<file path="src/rtl/uart_pkg.sv">
// Shared definitions for the byte-stream UART transmitter: FSM encoding,
// 8N1 frame constants and a counter-width helper.
package uart_pkg;

  typedef enum logic [1:0] {
    ST_IDLE  = 2'd0,
    ST_START = 2'd1,
    ST_DATA  = 2'd2,
    ST_STOP  = 2'd3
  } tx_state_e;

  localparam int   DATA_BITS   = 8;
  localparam int   STOP_BITS   = 1;
  localparam logic START_LEVEL = 1'b0;
  localparam logic IDLE_LEVEL  = 1'b1;

  // Width of a counter that must hold 0..n-1; never narrower than one bit.
  function automatic int cnt_width(input int n);
    return (n < 2) ? 1 : $clog2(n);
  endfunction

endpackage

</file>
<file path="src/rtl/uart_tx_stream_if.sv">
// Byte-input and status bundle of the UART transmitter.
interface uart_tx_stream_if import uart_pkg::*; #(
  parameter int DEPTH = 4
);
  localparam int CW = $clog2(DEPTH) + 1;

  // Handshake: a byte transfers on a rising edge where in_valid && in_ready.
  // in_ready is a registered-full view; a valid byte offered while in_ready
  // is low is dropped, not held.
  logic [7:0]    in_data;
  logic          in_valid;
  logic          in_ready;
  logic          tx;
  logic          busy;
  logic [CW-1:0] fifo_count;
  tx_state_e     state;

  modport master (
    output in_data, in_valid,
    input  in_ready, tx, busy, fifo_count, state
  );

  modport slave (
    input  in_data, in_valid,
    output in_ready, tx, busy, fifo_count, state
  );

endinterface

</file>
<file path="src/rtl/uart_tx_stream_sync_fifo.sv">
// Synchronous FIFO with wrap-bit pointers; head data is visible while not empty.
module sync_fifo #(
  parameter int WIDTH = 8,
  parameter int DEPTH = 4
) (
  input  logic                     clock,
  input  logic                     reset,
  input  logic                     push,
  input  logic [WIDTH-1:0]         wdata,
  input  logic                     pop,
  output logic [WIDTH-1:0]         rdata,
  output logic                     full,
  output logic                     empty,
  output logic [$clog2(DEPTH):0]   count
);
  localparam int AW = $clog2(DEPTH);

  logic [WIDTH-1:0] mem [DEPTH];
  logic [AW:0]      wptr;
  logic [AW:0]      rptr;

  // The extra MSB distinguishes full from empty when the index bits match.
  assign empty = (wptr == rptr);
  assign full  = (wptr[AW] != rptr[AW]) && (wptr[AW-1:0] == rptr[AW-1:0]);
  assign count = wptr - rptr;
  assign rdata = mem[rptr[AW-1:0]];

  always_ff @(posedge clock or posedge reset) begin
    if (reset) begin
      wptr <= '0;
      rptr <= '0;
    end else begin
      if (push && !full) wptr <= wptr + 1'b1;
      if (pop && !empty) rptr <= rptr + 1'b1;
    end
  end

  always_ff @(posedge clock) begin
    if (push && !full) mem[wptr[AW-1:0]] <= wdata;
  end

endmodule

</file>
<file path="src/rtl/uart_tx_stream.sv">
// 8N1 UART transmitter fed from a small byte FIFO; frames run back-to-back
// while bytes are queued.
module uart_tx_stream import uart_pkg::*; #(
  parameter int CLKS_PER_BIT = 434,
  parameter int DEPTH        = 4
) (
  input logic             clock,
  input logic             reset,
  uart_tx_stream_if.slave bus
);
  localparam int             CW        = $clog2(DEPTH) + 1;
  localparam int             BW        = cnt_width(CLKS_PER_BIT);
  localparam logic [BW-1:0]  BAUD_LAST = BW'(CLKS_PER_BIT - 1);
  localparam logic [2:0]     BIT_LAST  = 3'(DATA_BITS - 1);

  logic [7:0]    head;
  logic          full;
  logic          empty;
  logic          push;
  logic          pop;
  logic [CW-1:0] count;

  tx_state_e     state;
  logic [BW-1:0] baud;
  logic [2:0]    bit_cnt;
  logic [7:0]    shift;
  logic          tx_q;
  logic          busy_q;
  logic          baud_tick;

  assign baud_tick = (baud == BAUD_LAST);
  assign push      = bus.in_valid && !full;
  // Pop from IDLE immediately, or at the last cycle of a stop bit so the
  // next start bit begins without an idle gap.
  assign pop       = !empty && ((state == ST_IDLE) || (state == ST_STOP && baud_tick));

  sync_fifo #(
    .WIDTH (8),
    .DEPTH (DEPTH)
  ) u_fifo (
    .clock (clock),
    .reset (reset),
    .push  (push),
    .wdata (bus.in_data),
    .pop   (pop),
    .rdata (head),
    .full  (full),
    .empty (empty),
    .count (count)
  );

  always_ff @(posedge clock or posedge reset) begin
    if (reset) begin
      state   <= ST_IDLE;
      baud    <= '0;
      bit_cnt <= '0;
      shift   <= '0;
      tx_q    <= IDLE_LEVEL;
      busy_q  <= 1'b0;
    end else begin
      case (state)
        ST_IDLE: begin
          baud <= '0;
          if (pop) begin
            shift   <= head;
            bit_cnt <= '0;
            tx_q    <= START_LEVEL;
            busy_q  <= 1'b1;
            state   <= ST_START;
          end
        end
        ST_START: begin
          if (baud_tick) begin
            baud  <= '0;
            tx_q  <= shift[0];
            state <= ST_DATA;
          end else begin
            baud <= baud + 1'b1;
          end
        end
        ST_DATA: begin
          if (baud_tick) begin
            baud <= '0;
            if (bit_cnt == BIT_LAST) begin
              tx_q  <= IDLE_LEVEL;
              state <= ST_STOP;
            end else begin
              bit_cnt <= bit_cnt + 1'b1;
              shift   <= shift >> 1;
              tx_q    <= shift[1];
            end
          end else begin
            baud <= baud + 1'b1;
          end
        end
        ST_STOP: begin
          if (baud_tick) begin
            baud <= '0;
            if (pop) begin
              shift   <= head;
              bit_cnt <= '0;
              tx_q    <= START_LEVEL;
              state   <= ST_START;
            end else begin
              busy_q <= 1'b0;
              state  <= ST_IDLE;
            end
          end else begin
            baud <= baud + 1'b1;
          end
        end
        default: begin
          state  <= ST_IDLE;
          baud   <= '0;
          tx_q   <= IDLE_LEVEL;
          busy_q <= 1'b0;
        end
      endcase
    end
  end

  assign bus.in_ready   = !full;
  assign bus.tx         = tx_q;
  assign bus.busy       = busy_q;
  assign bus.fifo_count = count;
  assign bus.state      = state;

endmodule

</file>
<file path="src/flat_wrapper.sv">
// flat-port wrapper written by rule: the top's interface ports become plain ports
module uart_tx_stream_flat import uart_pkg::*;
#(
  parameter int CLKS_PER_BIT = 434,
  parameter int DEPTH        = 4
)
  (clock, reset, bus_in_data, bus_in_valid, bus_in_ready, bus_tx, bus_busy, bus_fifo_count, bus_state);
  uart_tx_stream_if #(.DEPTH(DEPTH)) bus_i ();
  input logic clock;
  input logic reset;
  input wire logic [$bits(bus_i.in_data)-1:0] bus_in_data;
  input wire logic [$bits(bus_i.in_valid)-1:0] bus_in_valid;
  output wire logic [$bits(bus_i.in_ready)-1:0] bus_in_ready;
  output wire logic [$bits(bus_i.tx)-1:0] bus_tx;
  output wire logic [$bits(bus_i.busy)-1:0] bus_busy;
  output wire logic [$bits(bus_i.fifo_count)-1:0] bus_fifo_count;
  output wire logic [$bits(bus_i.state)-1:0] bus_state;
  assign bus_i.in_data = bus_in_data;
  assign bus_i.in_valid = bus_in_valid;
  assign bus_in_ready = bus_i.in_ready;
  assign bus_tx = bus_i.tx;
  assign bus_busy = bus_i.busy;
  assign bus_fifo_count = bus_i.fifo_count;
  assign bus_state = bus_i.state;
  uart_tx_stream #(.CLKS_PER_BIT(CLKS_PER_BIT), .DEPTH(DEPTH)) u_core (.clock(clock), .reset(reset), .bus(bus_i));
endmodule
</file>
<file path="config.mk">
export PLATFORM = sky130hd
export DESIGN_NAME = uart_tx_stream_flat
export DESIGN_NICKNAME = d
export VERILOG_FILES = /design/src/rtl/uart_pkg.sv /design/src/rtl/uart_tx_stream_if.sv /design/src/rtl/uart_tx_stream_sync_fifo.sv /design/src/rtl/uart_tx_stream.sv /design/src/flat_wrapper.sv
export SDC_FILE = /design/constraint.sdc
export NUM_CORES = 1
export LEC_CHECK = 0
export BUFFER_PORTS_ARGS = -buffer_cell sky130_fd_sc_hd__buf_2
export CAP_MARGIN = 40
export CORE_AREA = 4 4 73 75
export CTS_BUF_LIST = sky130_fd_sc_hd__clkbuf_4 sky130_fd_sc_hd__clkbuf_8
export CTS_CLUSTER_DIAMETER = 40
export DETAILED_ROUTE_END_ITERATION = 8
export DIE_AREA = 0 0 77 79
export PLACE_DENSITY = 0.83
export RECOVER_POWER = 25
export SLEW_MARGIN = 15
export SYNTH_ARGS = -nofsm -noshare
export SYNTH_HDL_FRONTEND = slang
export SYNTH_HIERARCHICAL = 1
export SYNTH_SLANG_ARGS = --single-unit
export TNS_END_PERCENT = 1
</file>
<file path="constraint.sdc">
create_clock -name clock -period 5.3 [get_ports clock]
set_input_delay 0.53 -clock clock [delete_from_list [all_inputs] [get_ports clock]]
set_output_delay 0.53 -clock clock [all_outputs]
set_load 0.05 [all_outputs]
</file>
# Word level (Yosys, flattened, before mapping)
# Memory sizes are Yosys's and may differ from the RTL's.
# Cells that the tools add are included.
op_classes:
  reduce_logical: 17
  n_mux: 31
  add_sub_neg: 5
  n_eq_ne: 15
ops:
  columns: ["operator", "n"]
  rows:
  - ["8-bit 2-to-1 mux", 4]
  - ["8-bit case mux with 3 select lines", 1]
  - ["9-bit case mux with 2 select lines", 1]
  - ["3-bit 2-to-1 mux", 4]
  - ["1-bit 2-to-1 mux", 11]
  - ["2-bit 2-to-1 mux", 5]
  - ["3-bit by 1-bit adder with 3-bit output, second input constant", 3]
  - ["9-bit by 1-bit adder with 9-bit output, second input constant", 1]
  - ["9-bit == test, second input constant", 1]
  - ["9-bit 2-to-1 mux", 1]
  - ["3-bit case mux with 3 select lines", 1]
  - ["2-bit by 1-bit inequality test with 1-bit output, second input constant", 4]
  - ["2-bit case mux with 4 select lines", 1]
  - ["4-bit AND reduction", 2]
  - ["1-bit logical AND", 6]
  - ["2-bit inequality test, second input constant", 3]
  - ["5-bit AND reduction", 1]
  - ["2-bit == test, second input constant", 2]
  - ["1-bit case mux with 4 select lines", 1]
  - ["3-bit == test", 1]
  - ["3-bit == test, second input constant", 1]
  - ["3-bit AND reduction", 1]
  - ["3-bit nonzero test", 1]
  - ["3-bit OR reduction", 1]
  - ["9 further kinds", 10]
totals:
  register_bits: 30
  ramBits: 32
  inputBits: 11
  mem_count: 1
  output_inout_bits: 8
  elab_cells: 77
mem_list:
  columns: ["name", "depth", "word_bits", "read_ports", "rd_clocked_by_memory_dff", "wr", "line_no", "rtl"]
  rows:
  - ["u_core.u_fifo.mem", 4, 8, 1, 0, 1, "uart_tx_stream_sync_fifo.sv:18", "logic [WIDTH-1:0] mem [DEPTH];"]

# Longest topological paths before layout
# Gate-level depths: netlist (run 1).
depth:
  depth_word: 7
  mapped_depth: 11

# Cells and area by module
# The synthesis (run 1) kept the hierarchy.
modules_own_cells:
  columns: ["module", "seq_area_each_um2", "area_per_inst_um2", "instances", "cells_per_inst"]
  rows:
  - ["sync_fifo", 1111.1, 1615.3, 1, 88]
  - ["uart_tx_stream", 601.8, 1375.1, 1, 138]

# Worst setup path after synthesis (run 1)
# OpenSTA, ideal clock, no wires.
synth_timing:
  path_type: "reg2reg"
  startpoint: "register u_core.u_fifo.rptr[1]"
  endpoint: "register u_core.u_fifo.rptr[1]"
  path_stages_with_launch: 11
  arrival_ps: 2446
  setup_slack_ps: 2729
  synth_period_minus_slack_ps: 2571
  n_path_buf: 2
  cell_sequence: "dfrtp_1 clkbuf_1 inv_1 ha_1 nand2_1 nor2_1 nand2b_1 o31ai_2 buf_4 o21ai_2 mux2_4"
synth_between:
  elab_chain_len: 4
synth_lines:
  columns: ["element", "line_no", "rtl"]
  rows:
  - ["start: declaration", "uart_tx_stream_sync_fifo.sv:20", "logic [AW:0] rptr;"]
  - ["start signal: assignment", "uart_tx_stream_sync_fifo.sv:34", "if (pop && !empty) rptr <= rptr + 1'b1;"]
  - ["3-bit == test", "uart_tx_stream_sync_fifo.sv:23", "assign empty = (wptr == rptr);"]
  - ["via u_core.empty", "uart_tx_stream.sv:18", "logic empty;"]
  - ["1-bit logical NOT", "uart_tx_stream.sv:35", "assign pop = !empty && ((state == ST_IDLE) || (state == ST_STOP && baud_tick));"]
  - ["1-bit logical AND", "uart_tx_stream.sv:35", null]
  - ["via u_core.pop", "uart_tx_stream.sv:20", "logic pop;"]
  - ["1-bit logical AND", "uart_tx_stream_sync_fifo.sv:34", null]
# The timed path passes the listed nets, and every way through them passes these cells.
# A chain may end at the register's enable or synchronous reset.

# Final worst setup path (run 1)
layout_timing:
  startpoint: "register u_core.u_fifo.rptr[0]"
  endpoint: "output bus_fifo_count[2]"
layout_between:
  elab_chain_len: 1
layout_lines:
  columns: ["element", "line_no", "rtl"]
  rows:
  - ["3-bit subtractor", "uart_tx_stream_sync_fifo.sv:25", "assign count = wptr - rptr;"]
  - ["end: declaration", "flat_wrapper.sv:16", "output wire logic [$bits(bus_i.fifo_count)-1:0] bus_fifo_count;"]
# Every way passes these cells.

==> implementation parameters, run 1 <==
Parameter                              Value

Outcome
  Status ... finished, final reports clean

Global routing
  Met1 usage ... 0.251
  Tot GR Track Use ... 0.195
  Largest net degree at the start of global routing ... 18
  Vias in the first global route ... 1,811
  Gr ovfl total ... 0
  Busiest layer in global routing ... met2
  First-pass GRT wire length ... 8930 um
  Met3 GRT Util ... 0.0658
  Initial antenna violation count ... 0
  GR met2 Demand/Resource ... 0.313

Floorplanning
  Top-level port count ... 19
  Core Area ... 4660 um2
  Total number of placement rows ... 25
  Vertical die dimension ... 79 um
  Die Area ... 6080 um2
  Initial standard-cell utilization of the core ... 0.642
  Horizontal extent of the die ... 77 um

Synthesis
  Commonest register cell after synthesis ... sky130_fd_sc_hd__edfxtp_1
  Sequential area share after synthesis ... 0.573
  Mapped Nets ... 255
  Gate Count Post-Synth ... 226
  Number of distinct library cells after synthesis ... 46
  Ys Warns ... 6
  Summed instance area of the synthesized netlist ... 2990 um2
  Flops & latches, synth ... 62
  Syn_area_per_cell ... 13.2 um2
  Number of synthesized flops with an enable pin ... 32
  Share of flip-flops with an asynchronous set or reset after synthesis ... 0.484

Finish
  Seq. cell area ... 1710 um2
  Total non-filler cell area in the finished layout ... 3360 um2
  Number of filler instances in the final layout ... 314
  Layout cells sized above 1 ... 0.188
  Final net count ... 280
  Area Overhead vs Synth ... 12.3%
  Most frequent cells in the layout ... sky130_fd_sc_hd__edfxtp_1, sky130_fd_sc_hd__dfrtp_1, sky130_fd_sc_hd__ha_1, sky130_fd_sc_hd__inv_1, sky130_fd_sc_hd__nand2_1
  Most common cell after layout, fill and taps aside ... sky130_fd_sc_hd__edfxtp_1
  ANT cells ... 0
  Multi-input combinational cell area ... 1190 um2
  Post-route insts no fill ... 310

Power and ir drop
  Power, Total ... 2.26 mW
  Worst vdd rail ir drop ... 0.397 mV
  Leakage component of the power ... 1.36 nW
  Total power per unit cell area ... 674 nW/um2

Worst hold path
  Worst min-delay path class ... in -> async

Route
  TritonRoute pass-1 iters ... 5
  Detailed Route WL ... 5470 um
  Drc violations ... 0
  Detail Route Antenna Nets ... 0
  Wire per inst ... 17.6 um
  Detailed-route vias per instance ... 6.05
  Total via count in the routed design ... 1,876
  Iter 0 DRT Violations ... 189

Timing
  Period Utilization, post-route ... 0.544
  Max Transition Viols Final ... 0
  Accumulated negative setup slack ... 0 ps
  Final Hold Vio Count ... 0
  Clock skew ... 4.81 ps
  Max_slew headroom ... 0.497
  Max Freq ... 347 MHz
  RSZ-0062 raised after global routing ... false
  Slew of the pin with the lowest slew margin ... 752 ps
  Clock period minus worst slack ... 2890 ps
  Total setup violations reported at the end of the flow ... 0

Place
  Port buffer count ... 18
  Post-Place Cell Area ... 3140 um2
  Routability-driven placement congestion ratio ... 0.902
  Total half-perimeter wirelength after legalization and detailed placement ... 3640 um
  Total placed cells including tap cells ... 294

Setup path
  Critical-path cell with the highest stage delay ... sky130_fd_sc_hd__dfrtp_1
  Slowest cell delay on critical path ... 740 ps
  Kind of end point of the critical path ... output port
  Cells traversed along the worst timing path ... ha_1, inv_1, fa_1, xnor2_1, buf_2
  Maximum fanout along the worst path ... 11
  Data required time of the worst path ... 4770 ps
  Critical path type ... reg -> out
  Crit path arrival time ... 2360 ps
  Startpoint kind of the worst setup timing path ... register

Clocking
  Inserted Clock Buffers ... 9
  Number of hold buffers added after CTS ... 0
  # resized after CTS ... 0
  Clock tree root driver cell ... sky130_fd_sc_hd__clkbuf_8
  Buffer count from post-CTS setup fixing ... 0
  Clock tree from TritonCTS ... yes
  CTS clk-pin slew, worst paths ... 70 ps
  CTS sink cnt ... 62
  H-Tree Level Count ... 3
  Worst-case clock buffer depth ... 2
  Later-pin clock latency in the skew report ... 340 ps

Flow run
  Max-cap check violation count ... 0
area by class of cell:
type                            instances  share of cell area
Clock buffer                            9              0.0369
Clock inverter                          7              0.0309
Inverter                               16              0.0179
Multi-Input combinational cell        142               0.354
Sequential cell                        62               0.510
Tap cell                               54              0.0201
Timing Repair Buffer                   20              0.0302
Yosys cell counts, types with 2 or more instances:
cell type / n / share of area
sky130_fd_sc_hd__a21oi_1: 4 / 0.0067
sky130_fd_sc_hd__a22o_1: 2 / 0.0059
sky130_fd_sc_hd__a22oi_1: 6 / 0.015
sky130_fd_sc_hd__a311oi_1: 2 / 0.0059
sky130_fd_sc_hd__a31oi_1: 5 / 0.010
sky130_fd_sc_hd__and3_1: 5 / 0.010
sky130_fd_sc_hd__and3b_1: 2 / 0.0059
sky130_fd_sc_hd__buf_2: 2 / 0.0033
sky130_fd_sc_hd__clkbuf_1: 3 / 0.0038
sky130_fd_sc_hd__dfrtp_1: 29 / 0.24
sky130_fd_sc_hd__edfxtp_1: 32 / 0.32
sky130_fd_sc_hd__ha_1: 17 / 0.071
sky130_fd_sc_hd__inv_1: 16 / 0.020
sky130_fd_sc_hd__mux2_2: 2 / 0.0075
sky130_fd_sc_hd__mux2_4: 2 / 0.010
sky130_fd_sc_hd__mux4_2: 8 / 0.060
sky130_fd_sc_hd__nand2_1: 13 / 0.016
sky130_fd_sc_hd__nand2b_1: 2 / 0.0042
sky130_fd_sc_hd__nand3_1: 4 / 0.0067
sky130_fd_sc_hd__nor2_1: 12 / 0.015
sky130_fd_sc_hd__nor2b_1: 5 / 0.010
sky130_fd_sc_hd__nor3_1: 8 / 0.013
sky130_fd_sc_hd__o21ai_0: 12 / 0.020
sky130_fd_sc_hd__o2bb2ai_1: 3 / 0.0088
sky130_fd_sc_hd__xnor2_1: 7 / 0.021
sky130_fd_sc_hd__xor2_1: 3 / 0.0088
final timing paths:
path / to / slack (ps) / startpoint / depth (start not counted)
max: bus_fifo_count[2] / 2410 / u_core/u_fifo/rptr[0] / 5
min: u_core/u_fifo/rptr[0] / 90 / reset / 2
max reg2reg: u_core/bit_cnt[0] / 2430 / u_core/u_fifo/rptr[1] / 9
min reg2reg: u_core/shift[7] / 500 / u_core/shift[7] / 1
max in group asynchronous: u_core/shift[2] / 4690 / reset / 3
min in group clock: u_core/u_fifo/mem[0][2] / 450 / bus_in_data[2] / 1
cells by family (layout without fill, tap and decap cells):
kind of cell | Yosys count | count (layout) | share of synthesized area
simple gates | 58 | 58 | 0.107
flops | 62 | 62 | 0.573
compound gates | 42 | 42 | 0.0967
buf+inv | 22 | 52 | 0.0297
mux | 13 | 13 | 0.0812
fa+ha+maj | 18 | 18 | 0.0778
xor+xnor | 11 | 11 | 0.0347
flip-flops by register name (all words and copies together), names as in the netlist:
register            count
u_core/bit_cnt          3
u_core/u_fifo/mem      32
u_core/bus.state        2
u_core/u_fifo/wptr      3
u_core/shift            8
u_core/bus.busy         1
u_core/bus.tx           1
u_core/baud             9
u_core/u_fifo/rptr      3
power by group:
part / internal, mW / switching, mW
combinational: 0.385 / 0.621
clock: 0.271 / 0.199
sequential: 0.660 / 0.126
metal layers:
metal	vias up	routed length, um
met5	-	0
met4	0	57
met3	4	229
met2	51	2730
met1	933	2450
li1	888	-
critical path, delay by kind of cell (launching register included):
family     cells  cell delay, ps
xor+xnor       1             250
buf+inv        2             360
flops          1             740
fa+ha+maj      2             670
metrics by stage:
stage / hold slack [ps] / util / worst slack, ps
after floorplan: 321 / - / 2730
final: 89.1 / 0.721 / 2410
after global routing: 106 / 0.721 / 2270
after global placement: 463 / 0.671 / 2630
after detailed placement: 464 / 0.674 / 2510
after CTS: 100 / 0.723 / 2370
(Power assumes the default switching activity.)
==> run 2, diff against run 1 <==
--- a/config.mk
+++ b/config.mk
@@ -7,12 +7,12 @@
 export LEC_CHECK = 0
 export BUFFER_PORTS_ARGS = -buffer_cell sky130_fd_sc_hd__buf_2
 export CAP_MARGIN = 40
-export CORE_AREA = 4 4 73 75
+export CORE_AREA = 4 4 79 81
 export CTS_BUF_LIST = sky130_fd_sc_hd__clkbuf_4 sky130_fd_sc_hd__clkbuf_8
 export CTS_CLUSTER_DIAMETER = 40
 export DETAILED_ROUTE_END_ITERATION = 8
-export DIE_AREA = 0 0 77 79
-export PLACE_DENSITY = 0.83
+export DIE_AREA = 0 0 83 85
+export PLACE_DENSITY = 0.75
 export RECOVER_POWER = 25
 export SLEW_MARGIN = 15
 export SYNTH_ARGS = -nofsm -noshare
==> constraint.sdc (replaced) <==
create_clock -name clock -period 2.45 [get_ports clock]
set_input_delay 0.245 -clock clock [delete_from_list [all_inputs] [get_ports clock]]
set_output_delay 0.245 -clock clock [all_outputs]
set_load 0.05 [all_outputs]
==> run 2 against run 1 <==
Compared with the run above: setup slack worse by 2200 ps; first-iteration DRC count is 38% lower; utilization fell by 9.2 points; count of clock-buffer cells in the layout up 1; power increased by 120%; clock skew increased by 0.61 ps; routed wire length is 4.5% lower; sequential cell count unchanged; hold slack improved by 72 ps; critical endpoint is now u_core/shift[3].
==> implementation parameters, run 2 (same netlist as run 1, synthesis figures left out) <==
Parameter                              Value

Timing
  Slew of the pin with the lowest slew margin ... 624 ps
  Max Freq ... 443 MHz
  Clock skew ... 5.42 ps
  Accumulated negative setup slack ... 0 ps
  Period Utilization, post-route ... 0.921
  Clock period minus worst slack ... 2260 ps
  Max_slew headroom ... 0.584
  Final Hold Vio Count ... 0
  Max Transition Viols Final ... 0
  RSZ-0062 raised after global routing ... false
  Total setup violations reported at the end of the flow ... 0

Finish
  Most frequent cells in the layout ... sky130_fd_sc_hd__edfxtp_1, sky130_fd_sc_hd__dfrtp_1, sky130_fd_sc_hd__ha_1, sky130_fd_sc_hd__inv_1, sky130_fd_sc_hd__nand2_1
  Most common cell after layout, fill and taps aside ... sky130_fd_sc_hd__edfxtp_1
  Layout cells sized above 1 ... 0.209
  Number of filler instances in the final layout ... 418
  Final net count ... 287
  Utilization after layout ... 0.628
  ANT cells ... 0
  Area Overhead vs Synth ... 15.0%
  Number of flip-flops under the largest register name ... 32

Power and ir drop
  Leakage component of the power ... 1.39 nW
  Total power per unit cell area ... 1430 nW/um2
  Worst vdd rail ir drop ... 1.47 mV
  Power, Total ... 4.91 mW

Setup path
  Kind of end point of the critical path ... register
  Slack of the worst reg-to-reg path ... 190 ps
  Startpoint kind of the worst setup timing path ... register
  Dominant delay contributor by cell family on the critical path ... simple AND/OR/NAND/NOR gates
  Critical-path cell with the highest stage delay ... sky130_fd_sc_hd__dfrtp_1
  Sum of buffers and inverters on the critical path ... 2
  Crit path arrival time ... 2470 ps
  Critical path type ... reg -> reg
  Cells traversed along the worst timing path ... inv_1, ha_1, nand2_1, nor2_1, nand2b_1, o31ai_2, buf_6, and2b_1, a31oi_1, o21ai_0
  Maximum fanout along the worst path ... 16
  Data required time of the worst path ... 2660 ps
  Slowest cell delay on critical path ... 410 ps

Worst hold path
  Worst min-delay path class ... in -> reg

Floorplanning
  Top-level port count ... 19
  Die Area ... 7060 um2
  Vertical die dimension ... 85 um
  Total number of placement rows ... 27
  Initial standard-cell utilization of the core ... 0.546
  Core Area ... 5470 um2
  Horizontal extent of the die ... 83 um

Clocking
  Worst-case clock buffer depth ... 2
  H-Tree Level Count ... 3
  CTS sink cnt ... 62
  Clock tree root driver cell ... sky130_fd_sc_hd__clkbuf_8
  Later-pin clock latency in the skew report ... 330 ps
  Buffer count from post-CTS setup fixing ... 0
  Clock tree from TritonCTS ... yes
  CTS clk-pin slew, worst paths ... 70 ps
  Inserted Clock Buffers ... 9

Place
  Routability-driven placement congestion ratio ... 0.864
  Port buffer count ... 18
  Total half-perimeter wirelength after legalization and detailed placement ... 3750 um

Global routing
  Gr ovfl total ... 0
  Largest net degree at the start of global routing ... 17
  Initial antenna violation count ... 0
  Vias in the first global route ... 1,857
  First-pass GRT wire length ... 8990 um
  Tot GR Track Use ... 0.162

Route
  Iter 0 DRT Violations ... 118
  Detailed Route WL ... 5220 um
  Total via count in the routed design ... 1,878
  TritonRoute pass-1 iters ... 4
  Detail Route Antenna Nets ... 0
  Wire per inst ... 15.6 um
  Detailed-route vias per instance ... 5.61
  Drc violations ... 0

Flow run
  Max-cap check violation count ... 0

Outcome
  Status ... finished, final reports clean
==> run 2: final cells by class <==
class                      instances  area, um2  share of cell area
multi-input combinational        142       1190               0.346
clock inverter                     6       93.8              0.0273
tap                               72       90.1              0.0262
timing repair buffer              27        161              0.0469
sequential                        62       1710               0.498
clock buffer                      10        131              0.0382
inverter                          16       60.1              0.0175
==> run 2: power by group <==
part / internal [mW] / switching, mW
Clock: 0.593 / 0.410
Combinational: 0.902 / 1.38
Sequential: 1.43 / 0.198
Total: 2.92 / 1.99
==> run 2: worst register-to-register path, stage by stage (launching register included) <==
cell	delay, ps
sky130_fd_sc_hd__dfrtp_1	410
sky130_fd_sc_hd__inv_1	100
sky130_fd_sc_hd__ha_1	350
sky130_fd_sc_hd__nand2_1	90
sky130_fd_sc_hd__nor2_1	70
sky130_fd_sc_hd__nand2b_1	210
sky130_fd_sc_hd__o31ai_2	280
sky130_fd_sc_hd__buf_6	220
sky130_fd_sc_hd__and2b_1	190
sky130_fd_sc_hd__a31oi_1	120
sky130_fd_sc_hd__o21ai_0	100
==> run 2: layer usage <==
metal / track usage / vias up / wire, um
met5: 0 / - / 0
met4: 0.0936 / 0 / 94
met3: 0.0320 / 7 / 231
met2: 0.251 / 51 / 2430
met1: 0.215 / 922 / 2460
li1: - / 898 / -
==> run 2: what timing repair did <==
item                       CTS  global route
setup endpoints to repair    0             4
hold endpoints to repair    17             0
gates resized for setup      0             2
hold buffers                 1             0
==> run 2: worst paths after layout <==
kind	cells after the start	startpoint	end
setup / recovery	10	u_core/u_fifo/wptr[0]	u_core/shift[3]
max in group asynchronous	4	reset	u_core/baud[1]
setup reg to reg	10	u_core/u_fifo/wptr[0]	u_core/shift[3]
hold / removal	1	bus_in_data[0]	u_core/u_fifo/mem[2][0]
hold reg to reg	1	u_core/shift[2]	u_core/shift[2]
min in group asynchronous	3	reset	u_core/u_fifo/rptr[2]
==> run 2: through the flow <==
step | worst slack, ps | instance area, um2 | cells | hold WS, ps
after floorplan | 35.8 | 2990 | 226 | 36.0
after global routing | 19.5 | 3440 | 335 | 172
after global placement | 222 | 3190 | 317 | 189
final | 193 | 3440 | 335 | 161
after CTS | 117 | 3440 | 335 | 105
after detailed placement | 140 | 3210 | 318 | 185
